File: config.mk
export PLATFORM = sky130hd
export DESIGN_NAME = fir_filter_mc_flat
export DESIGN_NICKNAME = d
export VERILOG_FILES = /design/src/rtl/fir_filter_mc_if.sv /design/src/rtl/fir_filter_mc.sv /design/src/flat_wrapper.sv
export SDC_FILE = /design/constraint.sdc
export NUM_CORES = 2
export LEC_CHECK = 0
export CORE_MARGIN = 2
export CORE_UTILIZATION = 40
export DETAILED_ROUTE_END_ITERATION = 10
export SLEW_MARGIN = 30
export SYNTH_ARGS = -nofsm -noshare
export SYNTH_HDL_FRONTEND = slang
export SYNTH_SLANG_ARGS = --single-unit
File: constraint.sdc
create_clock -name clk -period 15.9 [get_ports clk]
set_clock_uncertainty 0.05 [all_clocks]
set_input_delay 3.975 -clock clk [delete_from_list [all_inputs] [get_ports clk]]
set_output_delay 3.975 -clock clk [all_outputs]
set_load 0.02 [all_outputs]
File: src/rtl/fir_filter_mc_if.sv
// rtl/fir_filter_mc_if.sv - bus bundle for the multi-channel serial-MAC FIR filter
// Signals:
//   init_filter, coeff_in, coeff_valid    coefficient reload request and words (tap 0 first)
//   init_in_progress                      high while the coefficient bank is being loaded
//   in_data, in_channel, in_valid/ready   sample input handshake
//   out_data, out_channel, out_valid      one-cycle result strobe tagged with channel
//   chan_err                              one-cycle pulse for a dropped out-of-range channel
// Modports: master = source/consumer side, slave = filter side.
interface fir_filter_mc_if #(
    parameter int DATA_W  = 16,
    parameter int COEFF_W = 16,
    parameter int CH_W    = 1,
    parameter int OUT_W   = 36
);
    logic               init_filter;
    logic [COEFF_W-1:0] coeff_in;
    logic               coeff_valid;
    logic               init_in_progress;
    logic [DATA_W-1:0]  in_data;
    logic [CH_W-1:0]    in_channel;
    logic               in_valid;
    logic               in_ready;
    logic [OUT_W-1:0]   out_data;
    logic [CH_W-1:0]    out_channel;
    logic               out_valid;
    logic               chan_err;

    modport master (
        output init_filter, coeff_in, coeff_valid, in_data, in_channel, in_valid,
        input  in_ready, out_data, out_channel, out_valid, chan_err, init_in_progress
    );

    modport slave (
        input  init_filter, coeff_in, coeff_valid, in_data, in_channel, in_valid,
        output in_ready, out_data, out_channel, out_valid, chan_err, init_in_progress
    );
endinterface

File: src/rtl/fir_filter_mc.sv
// rtl/fir_filter_mc.sv - multi-channel serial-MAC FIR filter with shared coefficient bank
// Ports:
//   clk  clock, rising edge
//   rst  asynchronous active-low reset
//   bus  fir_filter_mc_if.slave: coefficient load, sample input handshake,
//        tagged result strobe, chan_err and init_in_progress
// One multiply-accumulate per clock; a sample takes TAPS+2 cycles from
// acceptance to the next possible acceptance.
module fir_filter_mc #(
    parameter int DATA_W   = 16,
    parameter int COEFF_W  = 16,
    parameter int TAPS     = 16,
    parameter int CHANNELS = 2,
    parameter int CH_W     = (CHANNELS > 1) ? $clog2(CHANNELS) : 1,
    parameter int OUT_W    = DATA_W + COEFF_W + $clog2(TAPS)
) (
    input  logic           clk,
    input  logic           rst,
    fir_filter_mc_if.slave bus
);
    localparam int TAP_W  = $clog2(TAPS);
    localparam int CIDX_W = (CHANNELS > 1) ? $clog2(CHANNELS) : 1;
    localparam logic [TAP_W-1:0] LAST_TAP = TAP_W'(TAPS - 1);
    localparam logic [TAP_W-1:0] TAPS_MOD = TAP_W'(TAPS);
    localparam logic [TAP_W-1:0] ONE_TAP  = TAP_W'(1);

    typedef enum logic [1:0] {IDLE, LOAD, MAC, DONE} state_t;

    state_t state_q, state_d;

    // Low for the first cycle after reset so in_ready comes out of reset at 0.
    logic               alive_q;
    logic [COEFF_W-1:0] coeff_q [TAPS];
    logic [DATA_W-1:0]  delay_q [CHANNELS][TAPS];
    logic [TAP_W-1:0]   head_q  [CHANNELS];
    logic [TAP_W-1:0]   idx_q;
    logic [TAP_W-1:0]   k_q;
    logic [CH_W-1:0]    ch_q;
    logic [OUT_W-1:0]   acc_q;
    logic [OUT_W-1:0]   out_data_q;
    logic [CH_W-1:0]    out_channel_q;
    logic               out_valid_q;
    logic               chan_err_q;

    logic in_ready_c, accept, drop, load_start, coeff_wr, load_last, mac_step, done_step;
    logic ch_ok;
    logic [CIDX_W-1:0] in_sel, cur_sel;
    logic [TAP_W-1:0]  cur_head, rd_idx;
    logic signed [DATA_W-1:0]  rd_sample;
    logic signed [COEFF_W-1:0] rd_coeff;
    logic signed [OUT_W-1:0]   samp_ext, coeff_ext, prod;

    assign ch_ok   = int'(bus.in_channel) < CHANNELS;
    assign in_sel  = CIDX_W'(bus.in_channel);
    assign cur_sel = CIDX_W'(ch_q);

    // Tap k reads the sample k positions older than the newest one; the
    // explicit wrap keeps the index inside 0..TAPS-1 for any TAPS.
    assign cur_head  = head_q[cur_sel];
    assign rd_idx    = (cur_head >= k_q) ? (cur_head - k_q) : (cur_head - k_q + TAPS_MOD);
    assign rd_sample = delay_q[cur_sel][rd_idx];
    assign rd_coeff  = coeff_q[k_q];
    assign samp_ext  = OUT_W'(rd_sample);
    assign coeff_ext = OUT_W'(rd_coeff);
    assign prod      = samp_ext * coeff_ext;

    always_ff @(posedge clk or negedge rst) begin
        if (!rst) begin
            state_q <= IDLE;
        end else begin
            state_q <= state_d;
        end
    end

    always_comb begin
        state_d    = state_q;
        in_ready_c = 1'b0;
        accept     = 1'b0;
        drop       = 1'b0;
        load_start = 1'b0;
        coeff_wr   = 1'b0;
        load_last  = 1'b0;
        mac_step   = 1'b0;
        done_step  = 1'b0;
        unique case (state_q)
            IDLE: begin
                if (alive_q) begin
                    if (bus.init_filter) begin
                        load_start = 1'b1;
                        state_d    = LOAD;
                    end else begin
                        in_ready_c = 1'b1;
                        if (bus.in_valid) begin
                            if (ch_ok) begin
                                accept  = 1'b1;
                                state_d = MAC;
                            end else begin
                                drop = 1'b1;
                            end
                        end
                    end
                end
            end
            LOAD: begin
                if (bus.coeff_valid) begin
                    coeff_wr = 1'b1;
                    if (idx_q == LAST_TAP) begin
                        load_last = 1'b1;
                        state_d   = IDLE;
                    end
                end
            end
            MAC: begin
                mac_step = 1'b1;
                if (k_q == LAST_TAP) begin
                    state_d = DONE;
                end
            end
            DONE: begin
                done_step = 1'b1;
                state_d   = IDLE;
            end
            default: state_d = IDLE;
        endcase
    end

    always_ff @(posedge clk or negedge rst) begin
        if (!rst) begin
            alive_q       <= 1'b0;
            idx_q         <= '0;
            k_q           <= '0;
            ch_q          <= '0;
            acc_q         <= '0;
            out_data_q    <= '0;
            out_channel_q <= '0;
            out_valid_q   <= 1'b0;
            chan_err_q    <= 1'b0;
            for (int t = 0; t < TAPS; t++) begin
                coeff_q[t] <= '0;
            end
            for (int c = 0; c < CHANNELS; c++) begin
                head_q[c] <= '0;
                for (int t = 0; t < TAPS; t++) begin
                    delay_q[c][t] <= '0;
                end
            end
        end else begin
            alive_q     <= 1'b1;
            out_valid_q <= done_step;
            chan_err_q  <= drop;
            if (load_start) begin
                idx_q <= '0;
            end
            if (coeff_wr) begin
                coeff_q[idx_q] <= bus.coeff_in;
                idx_q          <= idx_q + ONE_TAP;
                // A new coefficient set invalidates every channel's history.
                if (load_last) begin
                    idx_q <= '0;
                    for (int c = 0; c < CHANNELS; c++) begin
                        head_q[c] <= '0;
                        for (int t = 0; t < TAPS; t++) begin
                            delay_q[c][t] <= '0;
                        end
                    end
                end
            end
            if (accept) begin
                ch_q                           <= bus.in_channel;
                delay_q[in_sel][head_q[in_sel]] <= bus.in_data;
                acc_q                          <= '0;
                k_q                            <= '0;
            end
            if (mac_step) begin
                acc_q <= acc_q + prod;
                k_q   <= k_q + ONE_TAP;
            end
            if (done_step) begin
                out_data_q      <= acc_q;
                out_channel_q   <= ch_q;
                head_q[cur_sel] <= (cur_head == LAST_TAP) ? '0 : cur_head + ONE_TAP;
            end
        end
    end

    assign bus.in_ready         = in_ready_c;
    assign bus.out_data         = out_data_q;
    assign bus.out_channel      = out_channel_q;
    assign bus.out_valid        = out_valid_q;
    assign bus.chan_err         = chan_err_q;
    assign bus.init_in_progress = (state_q == LOAD);
endmodule

File: src/flat_wrapper.sv
// flat-port wrapper written by rule: the top's interface ports become plain ports
module fir_filter_mc_flat 
#(
    parameter int DATA_W   = 16,
    parameter int COEFF_W  = 16,
    parameter int TAPS     = 16,
    parameter int CHANNELS = 2,
    parameter int CH_W     = (CHANNELS > 1) ? $clog2(CHANNELS) : 1,
    parameter int OUT_W    = DATA_W + COEFF_W + $clog2(TAPS)
)
  (clk, rst, bus_init_filter, bus_coeff_in, bus_coeff_valid, bus_in_data, bus_in_channel, bus_in_valid, bus_in_ready, bus_out_data, bus_out_channel, bus_out_valid, bus_chan_err, bus_init_in_progress);
  fir_filter_mc_if #(.DATA_W(DATA_W), .COEFF_W(COEFF_W), .CH_W(CH_W), .OUT_W(OUT_W)) bus_i ();
  input  logic clk;
  input  logic rst;
  input wire logic [$bits(bus_i.init_filter)-1:0] bus_init_filter;
  input wire logic [$bits(bus_i.coeff_in)-1:0] bus_coeff_in;
  input wire logic [$bits(bus_i.coeff_valid)-1:0] bus_coeff_valid;
  input wire logic [$bits(bus_i.in_data)-1:0] bus_in_data;
  input wire logic [$bits(bus_i.in_channel)-1:0] bus_in_channel;
  input wire logic [$bits(bus_i.in_valid)-1:0] bus_in_valid;
  output wire logic [$bits(bus_i.in_ready)-1:0] bus_in_ready;
  output wire logic [$bits(bus_i.out_data)-1:0] bus_out_data;
  output wire logic [$bits(bus_i.out_channel)-1:0] bus_out_channel;
  output wire logic [$bits(bus_i.out_valid)-1:0] bus_out_valid;
  output wire logic [$bits(bus_i.chan_err)-1:0] bus_chan_err;
  output wire logic [$bits(bus_i.init_in_progress)-1:0] bus_init_in_progress;
  assign bus_i.init_filter = bus_init_filter;
  assign bus_i.coeff_in = bus_coeff_in;
  assign bus_i.coeff_valid = bus_coeff_valid;
  assign bus_i.in_data = bus_in_data;
  assign bus_i.in_channel = bus_in_channel;
  assign bus_i.in_valid = bus_in_valid;
  assign bus_in_ready = bus_i.in_ready;
  assign bus_out_data = bus_i.out_data;
  assign bus_out_channel = bus_i.out_channel;
  assign bus_out_valid = bus_i.out_valid;
  assign bus_chan_err = bus_i.chan_err;
  assign bus_init_in_progress = bus_i.init_in_progress;
  fir_filter_mc #(.DATA_W(DATA_W), .COEFF_W(COEFF_W), .TAPS(TAPS), .CHANNELS(CHANNELS), .CH_W(CH_W), .OUT_W(OUT_W)) u_core (.clk(clk), .rst(rst), .bus(bus_i));
endmodule
Word level (Yosys, flattened, before mapping) --
Index checks and enable logic that the tools add are counted.
Word-level totals: logic and storage cells 164, flip-flop bits (word level) 862
Operators by class: multipliers 1, $lt $le $gt $ge 10, equality and inequality tests 11, bitwise gates (word level) 6, muxes and demuxes 64, reductions and logical operators 8, $add $sub $neg 5
Operator list (count):
- two-way mux 512 bit | 3
- two-way mux 256 bit | 4
- bitwise mux 512 bit | 1
- bitwise mux 256 bit | 1
- demux 256 bit (select 1 bit) | 1
- binary-select mux 16 bit (select 4 bit) | 2
- demux 16 bit (select 4 bit) | 2
- two-way mux 16 bit | 6
- two-way mux 36 bit | 2
- two-way mux 4 bit | 13
- adder 36 bit | 1
- multiplier 16 x 16 -> 32 bit | 1
- two-way mux 8 bit | 3
- greater-or-equal comparator 5 bit, second input constant | 4
- NOT 4 -> 5 bit | 4
- two-way mux 1 bit | 17
- adder 4 x 1 -> 4 bit, second input constant | 3
- equality test 4 bit, second input constant | 3
- two-way mux 2 bit | 6
- less-than comparator 5 x 1 -> 1 bit, second input constant | 2
- bitwise mux 8 bit | 1
- case mux 2 bit (4 select lines) | 1
- != test 2 x 1 -> 1 bit, second input constant | 3
- AND reduction 5 bit | 1
- 12 further kinds | 20

Logic depth before layout (Yosys ltp) --
depth after elaboration 13, depth in mapped cells 50, gate-level depth less buffers 45

Least setup slack after synthesis --
No wires, ideal clock.
path kind reg2reg, start point register u_core.ch_q, end point register u_core.acc_q[35], path buffers 5, arrival 10812 ps, setup slack 4913 ps, stages on the path, launching flop included 46, period minus slack after synthesis 10987 ps, library setup time 125 ps, cell sequence dfrtp_1 -> buf_6 -> buf_2 -> buf_1 -> mux2_2 -> ha_1 -> a21o_1 -> a21oi_1 -> xnor2_2 -> buf_2 -> mux4_2 -> mux2i_1 -> buf_4 -> nor2_1 -> fa_1 -> inv_1 -> fa_1 -> fa_1 -> [10 not listed] -> o21ai_0 -> nor2_1 -> and2_1 -> o21a_1 -> o21ai_0 -> o311ai_0 -> ha_1 -> a21o_1 -> a21o_1 -> a21oi_1 -> nand2_1 -> a211oi_1 -> o31ai_2 -> a21boi_1 -> o21ai_1 -> xnor2_2 -> a21o_1 -> mux2_2
Between the ends: cells in the longest elaborated chain, start to end 12, elaborated cells on any way between the ends 15
RTL lines:
- start, declared | line fir_filter_mc.sv:38 | logic [CH_W-1:0] ch_q;
- start signal, assigned | line fir_filter_mc.sv:169 | ch_q <= bus.in_channel;
- NOT 1 -> 2 bit (not written as such) * | line fir_filter_mc.sv:59, fir_filter_mc.sv:61
- two-way mux 4 bit (not written as such) (3 in a row) | line fir_filter_mc.sv:59 | assign cur_head = head_q[cur_sel];
- subtractor 4 bit | line fir_filter_mc.sv:60 | assign rd_idx = (cur_head >= k_q) ? (cur_head - k_q) : (cur_head - k_q + TAPS_MOD);
- NOT 4 -> 5 bit (not written as such) | line fir_filter_mc.sv:61 | assign rd_sample = delay_q[cur_sel][rd_idx];
- binary-select mux 16 bit (select 4 bit) * | line fir_filter_mc.sv:61
- two-way mux 16 bit (not written as such) * (2 in a row) | line fir_filter_mc.sv:61
- multiplier 16 x 16 -> 32 bit * | line fir_filter_mc.sv:65 | assign prod = samp_ext * coeff_ext;
- adder 36 bit * | line fir_filter_mc.sv:175 | acc_q <= acc_q + prod;
- two-way mux 36 bit * | line fir_filter_mc.sv:174 | if (mac_step) begin
- end signal, assigned | line fir_filter_mc.sv:175
- end, declared | line fir_filter_mc.sv:39 | logic [OUT_W-1:0] acc_q;
Mark *: on every way between the ends. The rest lies on a longest branch, timed or not. The select of a mux whose other input is x is not followed. A chain may end at the register's enable or synchronous reset.

Worst setup path after layout --
Same ends and word-level chain as after synthesis.

==> flow_metrics.tcl <==
set metrics [dict create \
    period_needed_ns 12.33 \
    p_leak_nw 25.2 \
    vdd_ir_drop_max_mv 0.238 \
    post-cts-setup-buffers 0 \
    instances_no_fill 6640 \
    ios 79 \
    place_congestion 0.825 \
    antenna_found_initial 3 \
    end_kind "flip-flop" \
    stdcell_area_um2 57100 \
    ant_nets 0 \
    drt_wl_total_um 133000 \
    rr_worst_depth 40 \
    avgSynthCellArea_um2 10.3 \
    slowest_stage "mux2i_2" \
    outcome "completed" \
    die_x_um 362 \
    overflow 0 \
    cts_sinks 862 \
    drc 0 \
    wl_per_cell_um 20.1 \
    cp_data_arrival_time_ns 12.84 \
    rsz0062_at_grt "no" \
    h-tree-depth 3 \
    fin_util_pct 44.9 \
    place_inst 6474 \
    coreArea_um2 127000 \
    final_common_cell "nand2_1" \
    clock_latency_ns 0.70 \
    fp.dieArea_um2 131000 \
    num_rows 131 \
    synthToLayoutAreaGrowth_pct 11.4 \
    first_iter_violations 2957 \
    start_util_pct 40.3 \
    setup_ws_ns 3.57 \
    grt_usage_pct 20.9 \
    hpwl_um 85300 \
    whs_path_depth 2 \
    synthesis.nets 5392 \
    ys.flop_type "dfrtp_1" \
    cts_buffers 93 \
    placed_area_um2 54000 \
    synthArstFlopShare_pct 100 \
    p_total_mw 11.7 \
    place_ws_ns 3.26 \
    min_path_type "reg -> reg" \
    viasPerCell 5.37 \
    ys_types 69 \
    final_cell_mix "nand2_1, dfrtp_1, o21ai_0" \
    grt_pass1_vias 36700 \
    drt_first_pass_iters 6 \
    synth_edf_count 0 \
    fin_nets 5335 \
    period_share_pct 77.6 \
    max_stage_delay_ns 0.77 \
    max-cap-violations 0 \
    syn-cell-area_um2 51300 \
    worstSetupPathType "reg -> reg" \
    syn_inst 4964 \
    yosys_warnings 0 \
    power_density_nw_per_um2 206 \
    setup_violations 0 \
    grt_max_degree 193 \
    drive_gt1_share_pct 18.0 \
    clockBufferDepth 3 \
    cts_tree "yes" \
    cts_resized 0 \
    relSlewSlack_pct 35.0 \
    yosysSeqAreaShare_pct 42.1 \
    drv_slew 0 \
    grt_pass1_wl_um 216000 \
    portBuffers 77 \
    fin_setup_tns_ns 0 \
    vias 35600 \
    hold_viol 0 \
    cpMostUsedCell "fa_1" \
    ys_seq_elements 862 \
    cp_max_fo 39 \
    clkTransAtPathRegs_ns 0.06 \
    worst_slew_pin_slew_ns 0.956 \
    critical_path_required_ns 16.41 \
    die_height_um 362 \
    num_antenna_cells 0 \
    timing.hold.ws_ns 0.433 \
    cts-hold-fix-buffers 0 \
    crit_path_start_kind "flip-flop" \
    fmax_mhz 81.1 \
    ctsRootBufferMaster "clkbuf_16" \
]
-- worst max-delay path, delay by kind of cell, from the launching register on --
family                   cells  cell delay, ns
AO/OA/AOI/OAI               13            2.84
adder cells (fa/ha/maj)      8            3.72
XOR/XNOR                     3            0.99
flip-flops                   1            0.57
multiplexers                 4            2.03
buffers and inverters        6            1.32
AND/OR/NAND/NOR              6            0.68
-- Yosys cell counts, types with 7 or more instances --
library cell / n / share of area (%)
o21ai_0: 605 / 5.9
o21bai_1: 8 / 0.12
mux2i_2: 11 / 0.30
clkbuf_1: 301 / 2.2
or2_2: 39 / 0.48
nor2_1: 184 / 1.3
nor3_1: 60 / 0.59
xor2_1: 18 / 0.31
nand2b_1: 90 / 1.1
and2_1: 15 / 0.18
a21o_1: 25 / 0.37
or3_1: 7 / 0.085
fa_1: 265 / 10
o21ai_1: 7 / 0.068
a21oi_1: 80 / 0.78
ha_1: 125 / 3.1
nor2b_1: 9 / 0.11
inv_1: 323 / 2.4
o21a_1: 12 / 0.18
nand3_1: 38 / 0.37
dfrtp_1: 862 / 42
buf_4: 8 / 0.12
o221ai_1: 21 / 0.36
o22ai_1: 14 / 0.17
buf_2: 35 / 0.34
mux2_2: 310 / 6.8
xnor2_1: 44 / 0.75
mux2i_1: 56 / 1.1
nand2_1: 1113 / 8.1
mux4_2: 192 / 8.4
-- logic make-up (layout without fill, tap and decap cells) --
kind of cell | Yosys count | after routing | synth area share, %
compound gates | 819 | 819 | 8.78
other cells | 2 | 2 | 0.0146
mux | 571 | 571 | 16.7
fa+ha+maj | 390 | 390 | 13.4
xor+xnor | 65 | 65 | 1.15
buf+inv | 674 | 688 | 5.09
simple gates | 1581 | 1581 | 12.8
flops | 862 | 862 | 42.1
-- metal layers --
metal  global-route usage, %  part of all wire [%]  wire [um]  vias to the layer above
li1                        -                     -          -                    16500
met1                    28.5                    44      58100                    18100
met2                    35.3                    49      65900                      834
met3                    2.77                   4.6       6130                      190
met4                    4.95                   2.3       3090                        2
met5                       0                0.0090         12                        -
-- state kept, by name, indices dropped and copies added, names as in the netlist --
signal,count
u_core.acc_q,36
u_core.alive_q,1
u_core.bus.out_channel,1
u_core.bus.out_data,36
u_core.bus.out_valid,1
u_core.ch_q,1
u_core.coeff_q,256
u_core.delay_q,512
u_core.head_q,8
u_core.idx_q,4
u_core.k_q,4
u_core.state_q,2
-- worst paths after layout --
path,end,slack [ns],start
setup / recovery,u_core.acc_q[35],3.57,u_core.ch_q
hold / removal,u_core.bus.out_channel,0.43,u_core.bus.out_channel
setup reg to reg,u_core.acc_q[35],3.57,u_core.ch_q
hold reg to reg,u_core.bus.out_channel,0.43,u_core.bus.out_channel
max in group asynchronous,u_core.delay_q[252],9.80,rst
min in group asynchronous,u_core.coeff_q[146],3.30,rst
-- final cells by class --
class / instances / area, um^2
Fill cell: 11700 / 70200
Tap cell: 1662 / 2080
Multi-Input combinational cell: 3428 / 27300
Inverter: 323 / 1210
Clock inverter: 29 / 415
Clock buffer: 137 / 2740
Timing Repair Buffer: 199 / 1790
Sequential cell: 862 / 21600
-- power by group --
group	total (mW)	internal [mW]	switching [mW]
Combinational	6.62	2.82	3.80
Clock	2.24	1.30	0.939
Sequential	2.89	2.62	0.272
Total	11.7	6.74	5.01
Power figures use the tool's default switching activity.
